<file path="config.mk">
export PLATFORM = sky130hd
export DESIGN_NAME = game_score_timer
export DESIGN_NICKNAME = d
export VERILOG_FILES = /design/src/rtl/game_pkg.sv /design/src/rtl/game_score_timer_bcd4_counter.sv /design/src/rtl/game_score_timer.sv
export SDC_FILE = /design/constraint.sdc
export NUM_CORES = 1
export LEC_CHECK = 0
export BUFFER_PORTS_ARGS = -buffer_cell sky130_fd_sc_hd__buf_2
export CAP_MARGIN = 20
export CORE_MARGIN = 2
export CORE_UTILIZATION = 45
export CTS_BUF_LIST = sky130_fd_sc_hd__clkbuf_4
export DETAILED_ROUTE_END_ITERATION = 8
export HOLD_SLACK_MARGIN = 0.1
export MAX_ROUTING_LAYER = met4
export SETUP_SLACK_MARGIN = 0.5
export SKIP_CTS_REPAIR_TIMING = 1
export SYNTH_ARGS = -nofsm -noshare
export SYNTH_HDL_FRONTEND = slang
export SYNTH_HIERARCHICAL = 1
export SYNTH_SLANG_ARGS = --single-unit
</file>
<file path="constraint.sdc">
create_clock -name clock -period 5.4 [get_ports clock]
set_clock_uncertainty 0.15 [all_clocks]
set_input_delay 0.81 -clock clock [delete_from_list [all_inputs] [get_ports clock]]
set_output_delay 0.81 -clock clock [all_outputs]
set_load 0.02 [all_outputs]
</file>
<file path="src/rtl/game_pkg.sv">
// Shared types and constants for the game score/timer block.
package game_pkg;

   // Game phase; 2-bit encoding
   typedef enum logic [1:0] {
      IDLE      = 2'd0,
      COUNTDOWN = 2'd1,
      PLAYING   = 2'd2,
      DONE      = 2'd3
   } state_t;

   localparam int              BCD_DIGITS = 4;
   localparam int              BCD_W      = 16;
   localparam logic [BCD_W-1:0] BCD_MAX   = 16'h9999;
   localparam logic [BCD_W-1:0] BCD_ZERO  = 16'h0000;

   // Extract one BCD digit (0 = units) from a packed 4-digit value
   function automatic logic [3:0] bcd_digit(input logic [BCD_W-1:0] v, input int idx);
      return v[idx*4 +: 4];
   endfunction

endpackage

</file>
<file path="src/rtl/game_score_timer_bcd4_counter.sv">
// 4-digit BCD register with load, saturating increment (stops at 9999)
// and floored decrement (stops at 0000). Load has priority over increment,
// increment over decrement.
module bcd4_counter
   import game_pkg::*;
#(
   parameter logic [BCD_W-1:0] RST_VAL = 16'h0000
) (
   input  logic             clock,
   input  logic             reset,
   input  logic             i_load,
   input  logic [BCD_W-1:0] i_load_val,
   input  logic             i_inc,
   input  logic             i_dec,
   output logic [BCD_W-1:0] o_value
);

   logic [BCD_W-1:0]      r_value;
   logic [BCD_DIGITS-1:0] w_is9;
   logic [BCD_DIGITS-1:0] w_is0;
   logic [BCD_W-1:0]      w_inc_val;
   logic [BCD_W-1:0]      w_dec_val;
   logic                  w_at_max;
   logic                  w_at_zero;

   genvar gi;
   generate
      for (gi = 0; gi < BCD_DIGITS; gi++) begin : g_digit
         logic [3:0] w_d;
         logic       w_carry;
         logic       w_borrow;

         assign w_d       = bcd_digit(r_value, gi);
         assign w_is9[gi] = (w_d == 4'd9);
         assign w_is0[gi] = (w_d == 4'd0);

         // A digit moves on increment only when every lower digit is 9,
         // and on decrement only when every lower digit is 0.
         if (gi == 0) begin : g_lsd
            assign w_carry  = 1'b1;
            assign w_borrow = 1'b1;
         end else begin : g_upper
            assign w_carry  = &w_is9[gi-1:0];
            assign w_borrow = &w_is0[gi-1:0];
         end

         assign w_inc_val[gi*4 +: 4] = w_carry  ? (w_is9[gi] ? 4'd0 : w_d + 4'd1) : w_d;
         assign w_dec_val[gi*4 +: 4] = w_borrow ? (w_is0[gi] ? 4'd9 : w_d - 4'd1) : w_d;
      end
   endgenerate

   assign w_at_max  = (r_value == BCD_MAX);
   assign w_at_zero = (r_value == BCD_ZERO);

   // Value register: load, else saturating increment, else floored decrement
   always_ff @(posedge clock or posedge reset) begin
      if (reset) begin
         r_value <= RST_VAL;
      end else if (i_load) begin
         r_value <= i_load_val;
      end else if (i_inc && !w_at_max) begin
         r_value <= w_inc_val;
      end else if (i_dec && !w_at_zero) begin
         r_value <= w_dec_val;
      end
   end

   assign o_value = r_value;

endmodule

</file>
<file path="src/rtl/game_score_timer.sv">
// Game score/timer: pre-game BCD countdown, timed play phase accumulating
// hits into a saturating BCD score, then holds the final score.
// Optional feature macro: GAME_PAUSE_EN adds a 'pause' input that freezes
// the prescaler, ticks and hit counting during COUNTDOWN and PLAYING.
module game_score_timer
   import game_pkg::*;
#(
   parameter int               TICK_DIV   = 100000000,
   parameter logic [BCD_W-1:0] COUNT_INIT = 16'h0003,
   parameter logic [BCD_W-1:0] GAME_SECS  = 16'h0060
) (
   input  logic             clock,
   input  logic             reset,
   input  logic             go,
   input  logic             hit,
`ifdef GAME_PAUSE_EN
   input  logic             pause,
`endif
   output logic             start,
   output logic [BCD_W-1:0] score,
   output logic [BCD_W-1:0] count,
   output logic             done
);

   localparam int               PRE_W    = $clog2(TICK_DIV);
   localparam logic [PRE_W-1:0] PRE_LAST = PRE_W'(TICK_DIV - 1);

   state_t           r_state;
   logic [PRE_W-1:0] r_prescaler;
   logic             r_start;
   logic             r_done;

   logic             w_paused;
   logic             w_active;
   logic             w_run;
   logic             w_tick;
   logic             w_count_zero;
   logic             w_game_go;
   logic             w_cnt_load;
   logic [BCD_W-1:0] w_cnt_load_val;
   logic             w_cnt_dec;
   logic             w_score_inc;
   logic [BCD_W-1:0] w_count;
   logic [BCD_W-1:0] w_score;

`ifdef GAME_PAUSE_EN
   assign w_paused = pause;
`else
   assign w_paused = 1'b0;
`endif

   // Timekeeping only runs in the two timed phases, and freezes while paused
   assign w_active     = (r_state == COUNTDOWN) || (r_state == PLAYING);
   assign w_run        = w_active && !w_paused;
   assign w_tick       = w_run && (r_prescaler == PRE_LAST);
   assign w_count_zero = (w_count == BCD_ZERO);

   // A go is only honoured from IDLE or DONE; both start a fresh countdown
   assign w_game_go = go && ((r_state == IDLE) || (r_state == DONE));

   // Count register control: reload on game start / play entry, else tick down
   always_comb begin
      w_cnt_load     = 1'b0;
      w_cnt_load_val = COUNT_INIT;
      if (w_game_go) begin
         w_cnt_load     = 1'b1;
         w_cnt_load_val = COUNT_INIT;
      end else if ((r_state == COUNTDOWN) && w_tick && w_count_zero) begin
         w_cnt_load     = 1'b1;
         w_cnt_load_val = GAME_SECS;
      end
   end

   assign w_cnt_dec   = w_tick && !w_count_zero;
   assign w_score_inc = (r_state == PLAYING) && hit && !w_paused;

   bcd4_counter #(
      .RST_VAL (COUNT_INIT)
   ) u_count (
      .clock      (clock),
      .reset      (reset),
      .i_load     (w_cnt_load),
      .i_load_val (w_cnt_load_val),
      .i_inc      (1'b0),
      .i_dec      (w_cnt_dec),
      .o_value    (w_count)
   );

   bcd4_counter #(
      .RST_VAL (BCD_ZERO)
   ) u_score (
      .clock      (clock),
      .reset      (reset),
      .i_load     (w_game_go),
      .i_load_val (BCD_ZERO),
      .i_inc      (w_score_inc),
      .i_dec      (1'b0),
      .o_value    (w_score)
   );

   // Phase FSM with prescaler and registered start/done flags
   always_ff @(posedge clock or posedge reset) begin
      if (reset) begin
         r_state     <= IDLE;
         r_prescaler <= '0;
         r_start     <= 1'b0;
         r_done      <= 1'b0;
      end else begin
         if (w_run) begin
            r_prescaler <= w_tick ? '0 : r_prescaler + PRE_W'(1);
         end
         case (r_state)
            IDLE: begin
               r_start <= 1'b0;
               r_done  <= 1'b0;
               if (go) begin
                  r_state     <= COUNTDOWN;
                  r_prescaler <= '0;
               end
            end
            COUNTDOWN: begin
               // count has already shown 0000 for a full tick when we leave
               if (w_tick && w_count_zero) begin
                  r_state     <= PLAYING;
                  r_start     <= 1'b1;
                  r_prescaler <= '0;
               end
            end
            PLAYING: begin
               if (w_tick && w_count_zero) begin
                  r_state     <= DONE;
                  r_done      <= 1'b1;
                  r_prescaler <= '0;
               end
            end
            DONE: begin
               if (go) begin
                  r_state     <= COUNTDOWN;
                  r_start     <= 1'b0;
                  r_done      <= 1'b0;
                  r_prescaler <= '0;
               end
            end
            default: begin
               r_state     <= IDLE;
               r_start     <= 1'b0;
               r_done      <= 1'b0;
               r_prescaler <= '0;
            end
         endcase
      end
   end

   assign start = r_start;
   assign done  = r_done;
   assign count = w_count;
   assign score = w_score;

endmodule

</file>
Word level (Yosys, flattened, before mapping):

Index checks and enable logic that the tools add are counted.

* logic and storage cells: 113
* register bits after elaboration: 63
* output and inout bits: 34

* add/subtract/negate cells: 9
* mux-type cells: 35
* eq/ne operators: 13
* reduce and logical (&&, ||, !) cells: 44

Operators by type and width (number)
* 2-to-1 mux 27 bit: 4
* 2-to-1 mux 16 bit: 5
* 2-to-1 mux 4 bit: 14
* case mux 27 bit (2 select lines): 1
* adder 27 x 1 -> 27 bit (second input constant): 1
* equality test 27 bit (second input constant): 1
* adder 4 x 1 -> 4 bit (second input constant): 4
* equality test 16 bit (second input constant): 1
* equality test 4 bit (second input constant): 4
* logical NOT 16 bit: 1
* logical NOT 4 bit: 4
* AND reduction 2 bit: 8
* nonzero test 2 bit: 8
* subtractor 4 x 1 -> 4 bit (second input constant): 4
* AND reduction 3 bit: 5
* logical AND 1 bit: 9
* 2-to-1 mux 7 bit: 1
* 2-to-1 mux 2 bit: 3
* inequality test 2 x 1 -> 1 bit (second input constant): 3
* case mux 1 bit (3 select lines): 2
* case mux 2 bit (3 select lines): 1
* nonzero test 3 bit: 2
* equality test 2 bit (second input constant): 2
* 2-to-1 mux 1 bit: 4
* other kinds (6): 9

Longest topological paths before layout:

Gate-level depths: netlist of the first run.

* word-level depth: 9
* gate-level depth with buffers: 14

Cells and area by module:

The synthesis of the first run kept the hierarchy.

Modules (own cells, without submodules)
* game_score_timer: area each 1829.3 um2, cells each 201, seq. area each 775.7 um2, instances 1
* bcd4_counter at u_score: area each 1734.2 um2, cells each 204, seq. area each 400.4 um2, instances 1
* bcd4_counter at u_count: area each 1550.2 um2, cells each 197, seq. area each 402.9 um2, instances 1

Worst setup path after synthesis of the first run:

No wires, ideal clock.

* path kind: flip-flop to flip-flop
* start: register r_state[0]
* end: register u_count.r_value[10] (netlist: u_count/o_value[10])
* data arrival time: 2927 ps
* data required time: 5124 ps
* cell stages (with the launch flop): 13
* period minus slack after synthesis: 3203 ps
* library setup time: 126 ps
* setup slack: 2197 ps
* cell sequence: dfrtp_1 inv_1 ha_1 clkbuf_1 nand4b_4 nor3_2 nand2_2 nor2_1 o311ai_1 or3_1 clkbuf_2 a22o_1 a221o_1

* elaborated cells between the ends (all ways): 18

RTL lines
* from (decl): RTL line game_score_timer.sv:28 `state_t r_state;`
* from (signal assigned): RTL line game_score_timer.sv:104 `r_state <= IDLE;`
* from (signal assigned): RTL line game_score_timer.sv:117 `r_state <= COUNTDOWN;`
* from (signal assigned): RTL line game_score_timer.sv:124 `r_state <= PLAYING;`
* equality test 2 x 1 -> 1 bit / equality test 2 bit (equally long branches): RTL line game_score_timer.sv:53 `assign w_active = (r_state == COUNTDOWN) || (r_state == PLAYING);`
* logical OR 1 bit (*): RTL line game_score_timer.sv:53
* logical AND 1 bit (*): RTL line game_score_timer.sv:55 `assign w_tick = w_run && (r_prescaler == PRE_LAST);`
* logical AND 1 bit (*): RTL line game_score_timer.sv:74 `assign w_cnt_dec = w_tick && !w_count_zero;`
* via w_cnt_dec: RTL line game_score_timer.sv:41 `logic w_cnt_dec;`
* logical AND 1 bit (*): RTL line game_score_timer_bcd4_counter.sv:63 `end else if (i_dec && !w_at_zero) begin`
* nonzero test 2 bit (no line) (*)
* AND reduction 2 bit (no line) (*)
* to (signal assigned): RTL line game_score_timer_bcd4_counter.sv:60 `r_value <= i_load_val;`
* to (signal assigned): RTL line game_score_timer_bcd4_counter.sv:62 `r_value <= w_inc_val;`
* to (signal assigned): RTL line game_score_timer_bcd4_counter.sv:64 `r_value <= w_dec_val;`
* to (decl): RTL line game_score_timer_bcd4_counter.sv:18 `logic [BCD_W-1:0] r_value;`

Mark *: on every way through the listed nets, which the timed path passes. The rest lies on a longest branch.
A chain may end at the register's enable or synchronous reset.

Worst setup path after layout of the first run:

* start: register r_state[0]
* end: register u_count.r_value[3] (netlist: u_count/o_value[3])

* cells in the longest elaborated chain, start to end: 8
* elaborated cells between the ends (all ways): 17

RTL lines
* equality test 2 x 1 -> 1 bit / equality test 2 bit (equally long branches): RTL line game_score_timer.sv:53, game_score_timer.sv:68
* logical OR 1 bit: RTL line game_score_timer.sv:53
* logical AND 1 bit: RTL line game_score_timer.sv:55
* logical AND 1 bit (2 in series): RTL line game_score_timer.sv:68 `end else if ((r_state == COUNTDOWN) && w_tick && w_count_zero) begin`
* 2-to-1 mux 1 bit: RTL line game_score_timer.sv:68
* 2-to-1 mux 1 bit (*): RTL line game_score_timer.sv:65 `if (w_game_go) begin`
* via w_cnt_load: RTL line game_score_timer.sv:39 `logic w_cnt_load;`
* 2-to-1 mux 16 bit / nonzero test 2 bit (equally long branches)

Marks and branches as above.

==> results of run 1 <==
cells in the final DEF, fill, tap and decap left out, drive strengths merged, types with 6 or more instances in the layout:
cell type  instances
nor2              63
dfrtp             61
nand2             58
buf               39
conb              37
inv               26
a21oi             26
nand3             25
o21ai             22
nor4              20
nand4             19
xor2              18
nor3              18
xnor2             14
a31oi             10
clkbuf            10
nand2b             8
o311ai             8
a221oi             8
or3                7
a311oi             7
or4                7
and4bb             7
a211oi             7
nor2b              6
a211o              6
power groups by stage:
stage / registers (mW) / logic, mW / clock network [mW]
final: 1.03 / 1.47 / 0.320
after global routing: 1.08 / 1.63 / 0.354
after CTS: 1.02 / 1.46 / 0.333
after detailed placement: 1.03 / 1.46 / 0
after global placement: 1.02 / 1.42 / 0
after floorplan: 0.896 / 1.27 / 0
cells by family after synthesis:
logic type	after synthesis	share of synthesized area [%]
buffers and inverters	72	6.17
other	1	0.0733
multiplexers	7	1.47
XOR/XNOR	32	5.48
flip-flops	63	30.9
AND/OR/NAND/NOR	276	32.2
adder cells (fa/ha/maj)	5	1.22
AO/OA/AOI/OAI	146	22.5
registers in the layout, summed over array words and instances (netlist names):
signal and count:
r_prescaler 27, u_count/o_value 16, u_score/o_value 16, r_state 2, done 1, start 1
layout make-up:
type | instances | area [um2]
Clock buffer | 10 | 75.1
Sequential cell | 63 | 1580
Timing Repair Buffer | 39 | 200
Tap cell | 140 | 175
Fill cell | 1036 | 5440
Multi-Input combinational cell | 503 | 3350
Clock inverter | 5 | 50.0
Inverter | 28 | 105
cells in the mapped netlist, types with 5 or more instances:
library cell,n
nand2_1,55
inv_1,25
or4_1,6
nand2b_1,8
or3_1,7
a311oi_1,6
a31oi_1,10
nor3_1,16
o311ai_0,7
o22ai_1,5
xnor2_1,14
nand3_1,25
buf_2,8
a221oi_1,7
nor2_1,63
xor2_1,18
nor2b_1,6
dfrtp_1,61
a21oi_1,25
o21ai_0,22
o31ai_1,5
a211o_1,6
nor4_1,17
nand4_1,18
clkbuf_1,26
ha_1,5
final timing paths:
path,end,slack [ns]
worst max-delay path,u_count/o_value[3],1.59
worst max register to register,u_count/o_value[3],1.59
min in group clock,done,0.36
worst min register to register,done,0.36
max in group asynchronous,r_prescaler[23],4.19
worst min-delay path,r_prescaler[14],0.28
per-stage QoR:
| stage | cell area [um2] | total power [mW] | hold slack (ns) | worst slack, ns |
|---|---|---|---|---|
| 2_1_floorplan | 5250 | 2.17 | 0.334 | 2.20 |
| 3_3_place_gp | 5410 | 2.44 | 0.322 | 1.79 |
| 3_5_place_dp | 5410 | 2.49 | 0.336 | 1.64 |
| 4_1_cts | 5540 | 2.82 | 0.269 | 1.63 |
| 5_1_grt | 5540 | 3.07 | 0.288 | 1.34 |
| 6_report | 5540 | 2.82 | 0.277 | 1.59 |
worst max-delay path, cell delays in order (launching register included):
cell      delay (ns)
dfrtp_1         0.42
inv_1           0.07
ha_1            0.40
nand4b_4        0.25
nor3_2          0.35
and3_1          0.26
and2_4          0.17
inv_2           0.04
nand2_2         0.45
clkinv_1        0.45
nor2_1          0.26
a221oi_1        0.07
o21ai_0         0.21
o31ai_1         0.11
metal layers:
| layer | vias to the layer above | track usage (%) | share of wire [%] |
|---|---|---|---|
| li1 | 2324 | - | - |
| met1 | 2255 | 29.8 | 47 |
| met2 | 120 | 33.0 | 46 |
| met3 | 25 | 4.06 | 4.1 |
| met4 | 0 | 7.08 | 2.2 |
| met5 | - | - | 0 |
==> results.yml, run 1 <==
timing:
  maxSlewViolCount: 0
  setup_viol: 0
  fin_crit_ns: 3.81
  relSlewSlack_pct: 32.7
  finalSetupTns_ns: 0
  max_freq_mhz: 262
  hold_viol: 0
  timing.final.crit_share_pct: 70.5
  worst_slew_pin_slew_ns: 1.01
  rsz0062_at_grt: "false"
power_and_ir_drop:
  p_comb_share_pct: 52.2
  p_int_mw: 1.40
  p_leak_nw: 2.26
  p_per_area_mw_per_mm2: 508
  peakVddDrop_v: 0.000261
  switchingPower_mw: 1.42
  pwr-share-seq_pct: 36.4
  switching_share_pct: 50.4
  pwr-share-clk_pct: 11.4
worst_setup_path:
  cp-end-kind: "flip-flop"
  cp_max_fo: 34
  setup.worst_path.start: "r_state[0]"
  worstPathArrival_ns: 3.97
  required_ns: 5.56
  rr_startpoint: "r_state[0]"
  worstSetupPathType: "reg -> reg"
  reg2reg_depth: 13
  cp-start-kind: "flip-flop"
yosys:
  syn_area_mm2: 0.00511
  yosysUniqueCellTypes: 92
  synth.yosys.seq_area_share_pct: 30.9
  async_flop_share_pct: 100
  netlist_top_cells_area: "dfrtp_1 (30%), nor2_1 (4.6%), nand2_1 (4.0%)"
  ys_ff_latch: 63
  syn_inst: 602
  synth_area_per_cell_um2: 8.49
  ys_warn_count: 6
  synth_top_area_share_pct: 29.9
  synth_flop_cell: "dfrtp_1"
  synth_edf_count: 0
  yosysTopAreaCell: "dfrtp_1"
drt:
  routed_wl_um: 12700
  route.detailed.drc: 0
  vias: 4724
  dr.pass1.iters: 5
  via_per_inst: 5.99
  antenna_left: 0
  wl_per_cell_um: 16.2
  drt_iter0_drc: 293
clock_tree:
  cts_root_buf: "clkbuf_4"
  clkLatencyLatePin_ns: 0.43
  clock-sinks: 63
  htree_levels: 3
  clk_pin_slew_ns: 0.11
  cts_tree: "built"
  clk_path_buf_depth: 2
  numCtsBuffers: 9
floorplan:
  die_y_um: 111
  fp.dieArea_mm2: 0.0122
  rows: 38
  core_area_mm2: 0.0110
  start_util_pct: 46.6
  ios: 38
  die_w_um: 111
cells_and_area:
  final_nets: 653
  final_util_pct: 50.4
  layout-drive-gt1-share_pct: 15.4
  fin_cells: 788
  diodes: 0
  area_growth_pct: 8.32
grt:
  gr-total-overflow: 0
  grt_usage_pct: 21.9
  grt_max_degree: 35
  antenna_found_initial: 0
  grt_pass1_wl_um: 21800
  grt_pass1_vias: 4390
place:
  portBuffers: 37
  hpwlAfterDp_um: 8790
  place_inst: 773
  gp_congestion: 0.887
outcome:
  status: "finished clean"
run:
  drv_cap: 0
min_path:
  hp-class: "in -> async"
(Power assumes the default switching activity.)
==> inputs of run 2 (changes only) <==
==> constraint.sdc (replaced) <==
create_clock -name clock -period 4 [get_ports clock]
set_clock_uncertainty 0.15 [all_clocks]
set_input_delay 0.6 -clock clock [delete_from_list [all_inputs] [get_ports clock]]
set_output_delay 0.6 -clock clock [all_outputs]
set_load 0.02 [all_outputs]
==> results.yml, run 2 (synthesized netlist as in run 1, its figures left out) <==
cells_and_area:
  largest-register: "r_prescaler"
  most-common-layout-cells: "nor2_1 (62), dfrtp_1 (61), nand2_1 (55), buf_2 (38), conb_1 (37)"
  fin_cells: 793
  mostFrequentLayoutCell: "nor2_1"
  diodes: 0
  final_nets: 657
  layout-drive-gt1-share_pct: 16.4
  area_growth_pct: 9.49
  largest_reg_flops: 27
worst_setup_path:
  worstPathCellList: "or4b_4, nor4_4, nand2_2, nor2_4, o311ai_1, or4_1, or4b_1, nand3_1"
  cp_max_fo: 5
  cp-start-kind: "flip-flop"
  worstSetupPathType: "reg -> reg"
  required_ns: 4.24
  slowest_stage: "or4b_4"
  cp-end-kind: "flip-flop"
  critPathMaxStageDelay_ns: 0.56
  worstPathArrival_ns: 3.53
place:
  hpwlAfterDp_um: 8880
  gp_congestion: 0.896
  portBuffers: 37
  place_inst: 776
drt:
  vias: 4761
  dr.pass1.iters: 5
  routed_wl_um: 13000
  wl_per_cell_um: 16.4
  via_per_inst: 6.00
  antenna_left: 0
  drt_iter0_drc: 372
  route.detailed.drc: 0
min_path:
  hp-class: "in -> reg"
power_and_ir_drop:
  peakVddDrop_v: 0.000325
  p_leak_nw: 2.29
  p_per_area_mw_per_mm2: 686
timing:
  timing.final.crit_share_pct: 82.2
  fin_crit_ns: 3.29
  relSlewSlack_pct: 50.1
  rsz0062_at_grt: "false"
  max_freq_mhz: 304
  finalSetupTns_ns: 0
  timing.hold.ws_ns: 0.251
  hold_viol: 0
  worst_slew_pin_slew_ns: 0.748
  maxSlewViolCount: 0
  setup_viol: 0
clock_tree:
  clock-sinks: 63
  htree_levels: 3
  clkLatencyLatePin_ns: 0.45
  cts_tree: "built"
  clk_pin_slew_ns: 0.12
  clk_path_buf_depth: 2
  numCtsBuffers: 9
  cts_root_buf: "clkbuf_4"
floorplan:
  die_w_um: 111
  fp.dieArea_mm2: 0.0122
  ios: 38
  die_y_um: 111
  start_util_pct: 46.6
  rows: 38
  core_area_mm2: 0.0110
grt:
  gr-total-overflow: 0
  grt_usage_pct: 22.4
  grt_max_degree: 34
  grt_pass1_wl_um: 22200
  grt_pass1_vias: 4492
  antenna_found_initial: 0
run:
  drv_cap: 0
outcome:
  status: "finished clean"
-- run 2: cell count changes in the layout (fill, tap and decap cells not counted) --
cell	previous run	this run
nor3_4	0	1
buf_4	2	4
or3_1	7	6
nor3_2	2	1
buf_2	37	38
dlygate4sd3_1	0	1
nor2_1	63	62
clkinvlp_4	1	3
nor2_4	0	1
clkinv_1	4	3
or3_4	0	1
-- run 2: worst paths after layout --
kind                                  from                 end  slack (ns)  depth (start not counted)
setup / recovery           r_prescaler[12]  u_count/o_value[6]        0.71                          8
hold / removal                          go      r_prescaler[1]        0.25                          2
setup reg to reg           r_prescaler[12]  u_count/o_value[6]        0.71                          8
hold reg to reg                       done                done        0.35                          1
max in group asynchronous            reset     r_prescaler[10]        2.51                          4
min in group asynchronous            reset     r_prescaler[17]        0.55                          3
-- run 2: final cells by class --
type | instances | area, um2
fill | 1052 | 5380
multi-input combinational | 503 | 3370
sequential | 63 | 1580
timing repair buffer | 43 | 230
tap | 140 | 175
inverter | 28 | 105
clock buffer | 10 | 75.1
clock inverter | 6 | 61.3
-- run 2: metrics by stage --
stage	setup WS (ns)	util, %	power, mW	cell area, um2
final	0.713	51.0	3.84	5600
after global routing	0.486	51.0	4.17	5600
after CTS	0.514	50.7	3.84	5570
after detailed placement	0.540	49.5	3.37	5430
after global placement	0.616	49.4	3.31	5430
after floorplan	0.797	-	2.93	5250
-- run 2: critical path, delay by kind of cell (launching register included) --
family | cells | cell delay, ns
flops | 1 | 0.45
simple gates | 7 | 2.42
compound gates | 1 | 0.20
-- run 2: routing by layer --
metal,track usage (%),vias up,share of wire (%)
li1,-,2335,-
met1,29.7,2296,47
met2,35.1,111,47
met3,3.46,19,4.1
met4,7.92,0,1.8
met5,-,-,0
-- run 2: report_power, final --
| part | leakage (nW) | total (mW) | internal [mW] | switching, mW |
|---|---|---|---|---|
| sequential | 0.805 | 1.38 | 0.825 | 0.551 |
| clock | 0.0661 | 0.457 | 0.194 | 0.263 |
| combinational | 1.42 | 2.01 | 0.884 | 1.12 |
==> inputs of run 3 (changes only) <==
==> constraint.sdc (replaced) <==
create_clock -name clock -period 3.2 [get_ports clock]
set_clock_uncertainty 0.15 [all_clocks]
set_input_delay 0.48 -clock clock [delete_from_list [all_inputs] [get_ports clock]]
set_output_delay 0.48 -clock clock [all_outputs]
set_load 0.02 [all_outputs]
==> results.yml, run 3 (synthesized netlist as in run 1, its figures left out) <==
outcome:
  status: "finished clean"
grt:
  grt_pass1_vias: 4477
  grt_usage_pct: 22.1
  grt_pass1_wl_um: 21700
  gr-total-overflow: 0
  antenna_found_initial: 0
  grt_max_degree: 25
cells_and_area:
  area_growth_pct: 20.8
  mostFrequentLayoutCell: "nor2_1"
  most-common-layout-cells: "nor2_1 (61), dfrtp_1 (60), buf_4 (58), nand2_1 (54)"
  largest_reg_flops: 27
  diodes: 0
  largest-register: "r_prescaler"
  final_nets: 718
  fillers: 1012
  layout-drive-gt1-share_pct: 25.7
place:
  place_ws_ns: 0.0804
  portBuffers: 37
  gp_congestion: 0.871
  hpwlAfterDp_um: 8940
worst_setup_path:
  cp_max_fo: 5
  worstSetupPathType: "reg -> reg"
  cp-start-kind: "flip-flop"
  reg2reg_depth: 8
  cp-end-kind: "flip-flop"
  worstPathArrival_ns: 3.23
  required_ns: 3.44
drt:
  via_per_inst: 5.79
  routed_wl_um: 13600
  wl_per_cell_um: 15.9
  dr.pass1.iters: 5
  antenna_left: 0
  drt_iter0_drc: 320
  route.detailed.drc: 0
  vias: 4943
floorplan:
  die_w_um: 111
  fp.dieArea_mm2: 0.0122
  ios: 38
  start_util_pct: 46.6
  core_area_mm2: 0.0110
  die_y_um: 111
  rows: 38
clock_tree:
  cts_root_buf: "clkbuf_4"
  clock-sinks: 63
  clk_pin_slew_ns: 0.11
  clk_path_buf_depth: 2
  htree_levels: 3
  clkLatencyLatePin_ns: 0.44
  cts_tree: "built"
  numCtsBuffers: 9
min_path:
  min_path_cells: 2
  hp-class: "in -> reg"
power_and_ir_drop:
  p_leak_nw: 2.60
  p_per_area_mw_per_mm2: 843
  peakVddDrop_v: 0.000458
timing:
  max_freq_mhz: 334
  fin_ws_ns: 0.206
  setup_viol: 0
  hold_viol: 0
  timing.final.crit_share_pct: 93.6
  maxSlewViolCount: 0
  rsz0062_at_grt: "true"
  worst_slew_pin_slew_ns: 0.807
  finalSetupTns_ns: 0
  fin_crit_ns: 2.99
  relSlewSlack_pct: 45.7
run:
  drv_cap: 0
## run 3: cell types whose count changed in the layout (fill, tap and decap cells not counted), sizes merged
cell	delta
buf	+59
bufinv	-1
clkbuf	+1
clkinvlp	+2
inv	-1
## run 3: power breakdown
part | internal [mW] | switching, mW | total, mW
sequential | 1.04 | 0.483 | 1.52
combinational | 1.46 | 1.76 | 3.21
clock | 0.157 | 0.320 | 0.477
total | 2.65 | 2.56 | 5.21
## run 3: metrics by stage
step	cell area (um2)	hold slack [ns]	std cells	power [mW]	utilization, %
CTS	5720	-0.133	812	4.85	52.1
floorplan	5280	0.242	638	3.67	-
global placement	5620	0.376	797	4.30	51.1
global route	6180	0.130	853	5.65	56.2
finish	6180	0.139	853	5.21	56.2
detailed placement	5620	0.373	797	4.36	51.1
## run 3: final timing paths
| check | endpoint | slack, ns | startpoint |
|---|---|---|---|
| max reg2reg | u_count/o_value[6] | 0.21 | r_prescaler[12] |
| min in group asynchronous | r_prescaler[1] | 0.44 | reset |
| min reg2reg | r_prescaler[7] | 0.41 | r_prescaler[7] |
| min | r_prescaler[1] | 0.14 | go |
| max in group asynchronous | r_state[0] | 1.81 | reset |
| max | u_count/o_value[6] | 0.21 | r_prescaler[12] |
## run 3: final cells by class
| class | instances | area [um2] | area share (%) |
|---|---|---|---|
| repair buffers | 103 | 716 | 11.6 |
| well taps | 140 | 175 | 2.84 |
| inverters | 28 | 121 | 1.96 |
| multi-input cells | 503 | 3480 | 56.3 |
| repair inverters | 1 | 5.00 | 0.0810 |
| clock buffers | 10 | 75.1 | 1.22 |
| flip-flops and latches | 63 | 1580 | 25.6 |
| clock inverters | 5 | 26.3 | 0.425 |
## run 3: metal layers
layer,global-route usage [%],vias to the layer above,routed length (um)
li1,-,2451,-
met1,29.5,2371,6460
met2,32.9,101,6420
met3,3.40,20,444
met4,10.3,0,279
met5,-,-,0
## run 3: critical path, cell delays in order, from the launching register on
cell,delay [ns]
dfrtp_1,0.42
or4b_4,0.55
nor4_4,0.41
nand2_2,0.13
nor2_4,0.16
o311ai_4,0.13
or4_4,0.43
or4b_1,0.47
nand3_1,0.09
